**config.mk**
```make
export PLATFORM = sky130hd
export DESIGN_NAME = regfile_bank
export DESIGN_NICKNAME = d
export VERILOG_FILES = /design/src/rtl/regfile_bank.sv
export SDC_FILE = /design/constraint.sdc
export NUM_CORES = 2
export LEC_CHECK = 0
export ABC_AREA = 1
export CAP_MARGIN = 10
export CORE_ASPECT_RATIO = 1.75
export CORE_MARGIN = 1
export CORE_UTILIZATION = 40
export DETAILED_ROUTE_END_ITERATION = 6
export HOLD_SLACK_MARGIN = 0.03
export PLACE_DENSITY_LB_ADDON = 0.1
export SLEW_MARGIN = 20
export SYNTH_ARGS = -nofsm -noshare
export SYNTH_HDL_FRONTEND = slang
export SYNTH_SLANG_ARGS = --single-unit
export TNS_END_PERCENT = 10
```
**constraint.sdc**
```tcl
create_clock -name clk -period 3.7 [get_ports clk]
set_clock_uncertainty 0.2 [all_clocks]
set_input_delay 0.74 -clock clk [delete_from_list [all_inputs] [get_ports clk]]
set_output_delay 0.74 -clock clk [all_outputs]
set_load 0.01 [all_outputs]
```
**src/rtl/regfile_bank.sv**
```systemverilog
// rtl/regfile_bank.sv - 32-entry register file with two registered read ports and a bulk-clear sweep
// Optional write-to-read bypass enabled by defining REGFILE_BYPASS_EN.
module regfile_bank #(
    parameter int DATA_W = 32
) (
    input  logic              clk,
    input  logic              rst_n,
    input  logic              wr_en,
    input  logic [4:0]        wr_addr,
    input  logic [DATA_W-1:0] wr_data,
    input  logic [4:0]        rd_addr_a,
    input  logic [4:0]        rd_addr_b,
    output logic [DATA_W-1:0] rd_data_a,
    output logic [DATA_W-1:0] rd_data_b,
    input  logic              clr_req,
    output logic              busy,
    output logic              wr_rej
);

    typedef enum logic {IDLE, CLEAR} state_t;

    state_t            state, state_nxt;
    logic [4:0]        cnt, cnt_nxt;
    logic              wr_we, clr_we, rej_nxt;
    logic [DATA_W-1:0] regs [32];

    always_comb begin
        state_nxt = state;
        cnt_nxt   = cnt;
        wr_we     = 1'b0;
        clr_we    = 1'b0;
        rej_nxt   = 1'b0;
        case (state)
            IDLE: begin
                // A same-cycle write still lands; the sweep zeroes it later.
                wr_we = wr_en && (wr_addr != 5'd0);
                if (clr_req) begin
                    state_nxt = CLEAR;
                    cnt_nxt   = 5'd1;
                end
            end
            CLEAR: begin
                clr_we  = 1'b1;
                rej_nxt = wr_en;
                cnt_nxt = cnt + 5'd1;
                if (cnt == 5'd31) state_nxt = IDLE;
            end
            default: state_nxt = IDLE;
        endcase
    end

    always_ff @(posedge clk or negedge rst_n) begin
        if (!rst_n) begin
            state  <= IDLE;
            cnt    <= 5'd0;
            wr_rej <= 1'b0;
        end else begin
            state  <= state_nxt;
            cnt    <= cnt_nxt;
            wr_rej <= rej_nxt;
        end
    end

    // Entry 0 is never written, so it stays at its reset value of zero.
    always_ff @(posedge clk or negedge rst_n) begin
        if (!rst_n) begin
            for (int i = 0; i < 32; i++) regs[i] <= '0;
        end else if (wr_we) begin
            regs[wr_addr] <= wr_data;
        end else if (clr_we) begin
            regs[cnt] <= '0;
        end
    end

    always_ff @(posedge clk or negedge rst_n) begin
        if (!rst_n) begin
            rd_data_a <= '0;
            rd_data_b <= '0;
        end else begin
`ifdef REGFILE_BYPASS_EN
            rd_data_a <= (wr_we && rd_addr_a == wr_addr) ? wr_data : regs[rd_addr_a];
            rd_data_b <= (wr_we && rd_addr_b == wr_addr) ? wr_data : regs[rd_addr_b];
`else
            rd_data_a <= regs[rd_addr_a];
            rd_data_b <= regs[rd_addr_b];
`endif
        end
    end

    assign busy = (state == CLEAR);

endmodule

```
==> impl_metrics.yaml <==
detailed_routing:
  drtIter0Drc: 8596
  routedWlPerCell_um: 27.2
  routed_via_density: 5.92
  ant_nets: 0
  drtPass1Iterations: 7
  dr_total_vias: 64721
  finalWirelength_um: 297000
  drc: 14
worst_setup_path:
  path_class: "reg -> reg"
  r2r_start: "busy$_DFF_PN0_"
  crit_path_start_kind: "flip-flop"
  ff2ff_path_depth: 4
  worstPathMaxFanout: 15
  r2r_slack_ns: 0.52
  crit_path_end_kind: "flip-flop"
  rr_endpoint: "regs[313]$_DFFE_PN0P_"
  arrival_ns: 3.59
  cp.required_ns: 4.11
die:
  initial_utilization_pct: 40.2
  ios: 117
  die-area_um2: 155000
  core_um2: 153000
  dieHeight_um: 521
  rows: 190
  die_w_um: 298
min_path:
  min-delay-start: "regs[1019]$_DFFE_PN0P_"
  whs_endpoint: "regs[1019]$_DFFE_PN0P_"
  min-delay-path-class: "reg -> reg"
  min_path_cells: 2
synthesis:
  avgSynthCellArea_um2: 6.80
  synth-compound-area-share_pct: 8.30
  syn_area_um2: 61500
  synth-seq-area-share_pct: 44.6
  yosysWarnings: 0
  synth.area.mux_share_pct: 0
  yosys.area_share.simple_pct: 37.2
  synth_seq_cells: 1095
  synth_ff_type: "dfrtp_1"
  synth_edf_count: 0
  synth_nets: 9093
  yosys.area_share.xor_xnor_pct: 0
  ys_async_sr_fraction_pct: 100
  synthCells: 9037
  yosys.area_share.adder_pct: 0.102
  synth_cell_types: 28
  synth_top_family_by_area: "simple AND/OR/NAND/NOR gates"
pwr:
  p_leak_nw: 31.7
  p_int_w: 0.0235
  peakVddDrop_mv: 0.407
  clockPowerShare_pct: 36.1
  sw_frac_of_total_pct: 34.1
  pwr-share-comb_pct: 22.1
  pwr_density_cell_nw_per_um2: 508
  p_seq_share_pct: 41.8
  power_switching_w: 0.0122
clock_network:
  clockBufferDepth: 3
  tritoncts: "yes"
  postCtsSetupBuffers: 0
  clock-root-buffer: "clkbuf_16"
  clk_pin_slew_worst_paths_ns: 0.07
  clock-sinks: 1095
  clkLatencyLatePin_ns: 0.76
  htreeDepth: 3
  cts_buffers: 112
finish:
  syn2layout_area_growth_pct: 14.2
  final_util_pct: 45.9
  nNetsFinal: 8867
  drive_gt1_share_pct: 6.63
  final_common_cell: "nand2_1"
  final_cell_mix: "3,511 x nand2_1, 1,867 x nand3_1, 1,095 x dfrtp_1"
flow_run:
  cap_violations: 0
global_routing:
  grt_pass1_vias: 63117
  grt.overflow.total: 0
  grt_max_degree: 126
  grt.total_usage_pct: 37.7
  grt_pass1_wl_um: 432000
  antenna_found_initial: 17
status:
  failed_checks: "design-rule violations"
  status: "finished with violations"
sta:
  period_needed_ns: 3.18
  timing.fmax_mhz: 315
  rsz0062_at_grt: "no"
  setup_viol: 0
  min_period_over_period_pct: 85.9
  hold_viol_final: 0
  report.final.slew_viol_count: 0
  tightest_slew_ns: 1.15
  fin_setup_tns_ns: 0
  max_slew_margin_pct: 23.2
place:
  gp_congestion: 0.926
  portBuffers: 116
  hpwlAfterDp_um: 176000
## area by class of cell
class                   instances  area, µm²
well taps                    2016       2520
multi-input cells            6401      28500
inverters                     785       2990
flip-flops and latches       1095      27400
diodes                          3       7.51
repair buffers                416       4750
clock inverters                50        714
clock buffers                 161       3370
fillers                     15323      82600
## logic make-up (layout without fill, tap and decap cells)
group / Yosys count / in the layout
compound gates: 956 / 956
flops: 1095 / 1095
simple gates: 5440 / 5440
fa+ha+maj: 5 / 5
other cells: 0 / 3
buf+inv: 1541 / 1412
## cells in the mapped netlist, types with 2 or more instances
library cell / instances / area, µm²
o22ai_1: 231 / 1450
dfrtp_1: 1095 / 27400
o21ai_0: 604 / 3020
clkbuf_2: 3 / 15.0
buf_1: 80 / 300
o21ai_1: 115 / 576
buf_2: 212 / 1060
inv_2: 10 / 37.5
o22ai_2: 4 / 50.1
a21oi_1: 2 / 10.0
nor2_1: 18 / 67.6
ha_1: 5 / 62.6
nor3_1: 2 / 10.0
nand2_1: 3524 / 13200
nor2_2: 9 / 56.3
nand3_1: 1879 / 9400
nand4_2: 2 / 25.0
clkbuf_1: 459 / 1720
inv_1: 774 / 2910
## stage by stage
step	setup slack, ns	hold slack, ns	total power, W	instances	instance area, µm²
after detailed placement	0.204	0.279	0.0228	10712	66100
after floorplan	1.52	0.244	0.0190	9037	61500
after global routing	0.498	0.320	0.0371	10925	70200
final	0.521	0.295	0.0357	10927	70200
after CTS	0.539	0.296	0.0356	10924	70200
after global placement	0.187	0.272	0.0227	10711	66100
## how the worst max path moves through the flow
stage,end,slack (ns),start
2_1_floorplan,rd_data_a[1]$_DFF_PN0_,1.52,rd_addr_a[1]
3_3_place_gp,regs[618]$_DFFE_PN0P_,0.19,wr_addr[1]
3_5_place_dp,regs[892]$_DFFE_PN0P_,0.20,wr_addr[2]
4_1_cts,busy,0.54,busy$_DFF_PN0_
5_1_grt,busy,0.50,busy$_DFF_PN0_
6_report,regs[313]$_DFFE_PN0P_,0.52,busy$_DFF_PN0_
## worst max-delay path, cell delays in order (launching register included)
cell	delay (ns)
dfrtp_1	0.79
nand2_1	0.56
o21ai_4	1.06
buf_12	0.28
o22ai_1	0.11
## power by group through the flow
stage          Clock [W]  Combinational [W]  Sequential [W]
5_1_grt           0.0135            0.00852          0.0151
2_1_floorplan          0            0.00430          0.0147
4_1_cts           0.0130            0.00774          0.0149
6_report          0.0129            0.00788          0.0149
3_5_place_dp           0            0.00770          0.0151
3_3_place_gp           0            0.00765          0.0150
## flip-flops by register name (all words and copies together), names as in the netlist
register / flops
cnt: 5
rd_data_b: 32
regs: 1024
busy: 1
rd_data_a: 32
wr_rej: 1
## per-layer routing
metal  up-vias  share of wire (%)  GRT usage, %
met1     31004                 37          46.2
met3      1091                9.4          6.59
met2      4127                 45          60.1
met5         -              0.027             0
li1      28487                  -             -
met4        12                8.1          26.7
## repair_timing
item,4_1_cts,5_1_grt
hold buffers,1,0
resized for setup,0,0
endpoints found under the hold margin,33,0
(Power assumes the default switching activity.)
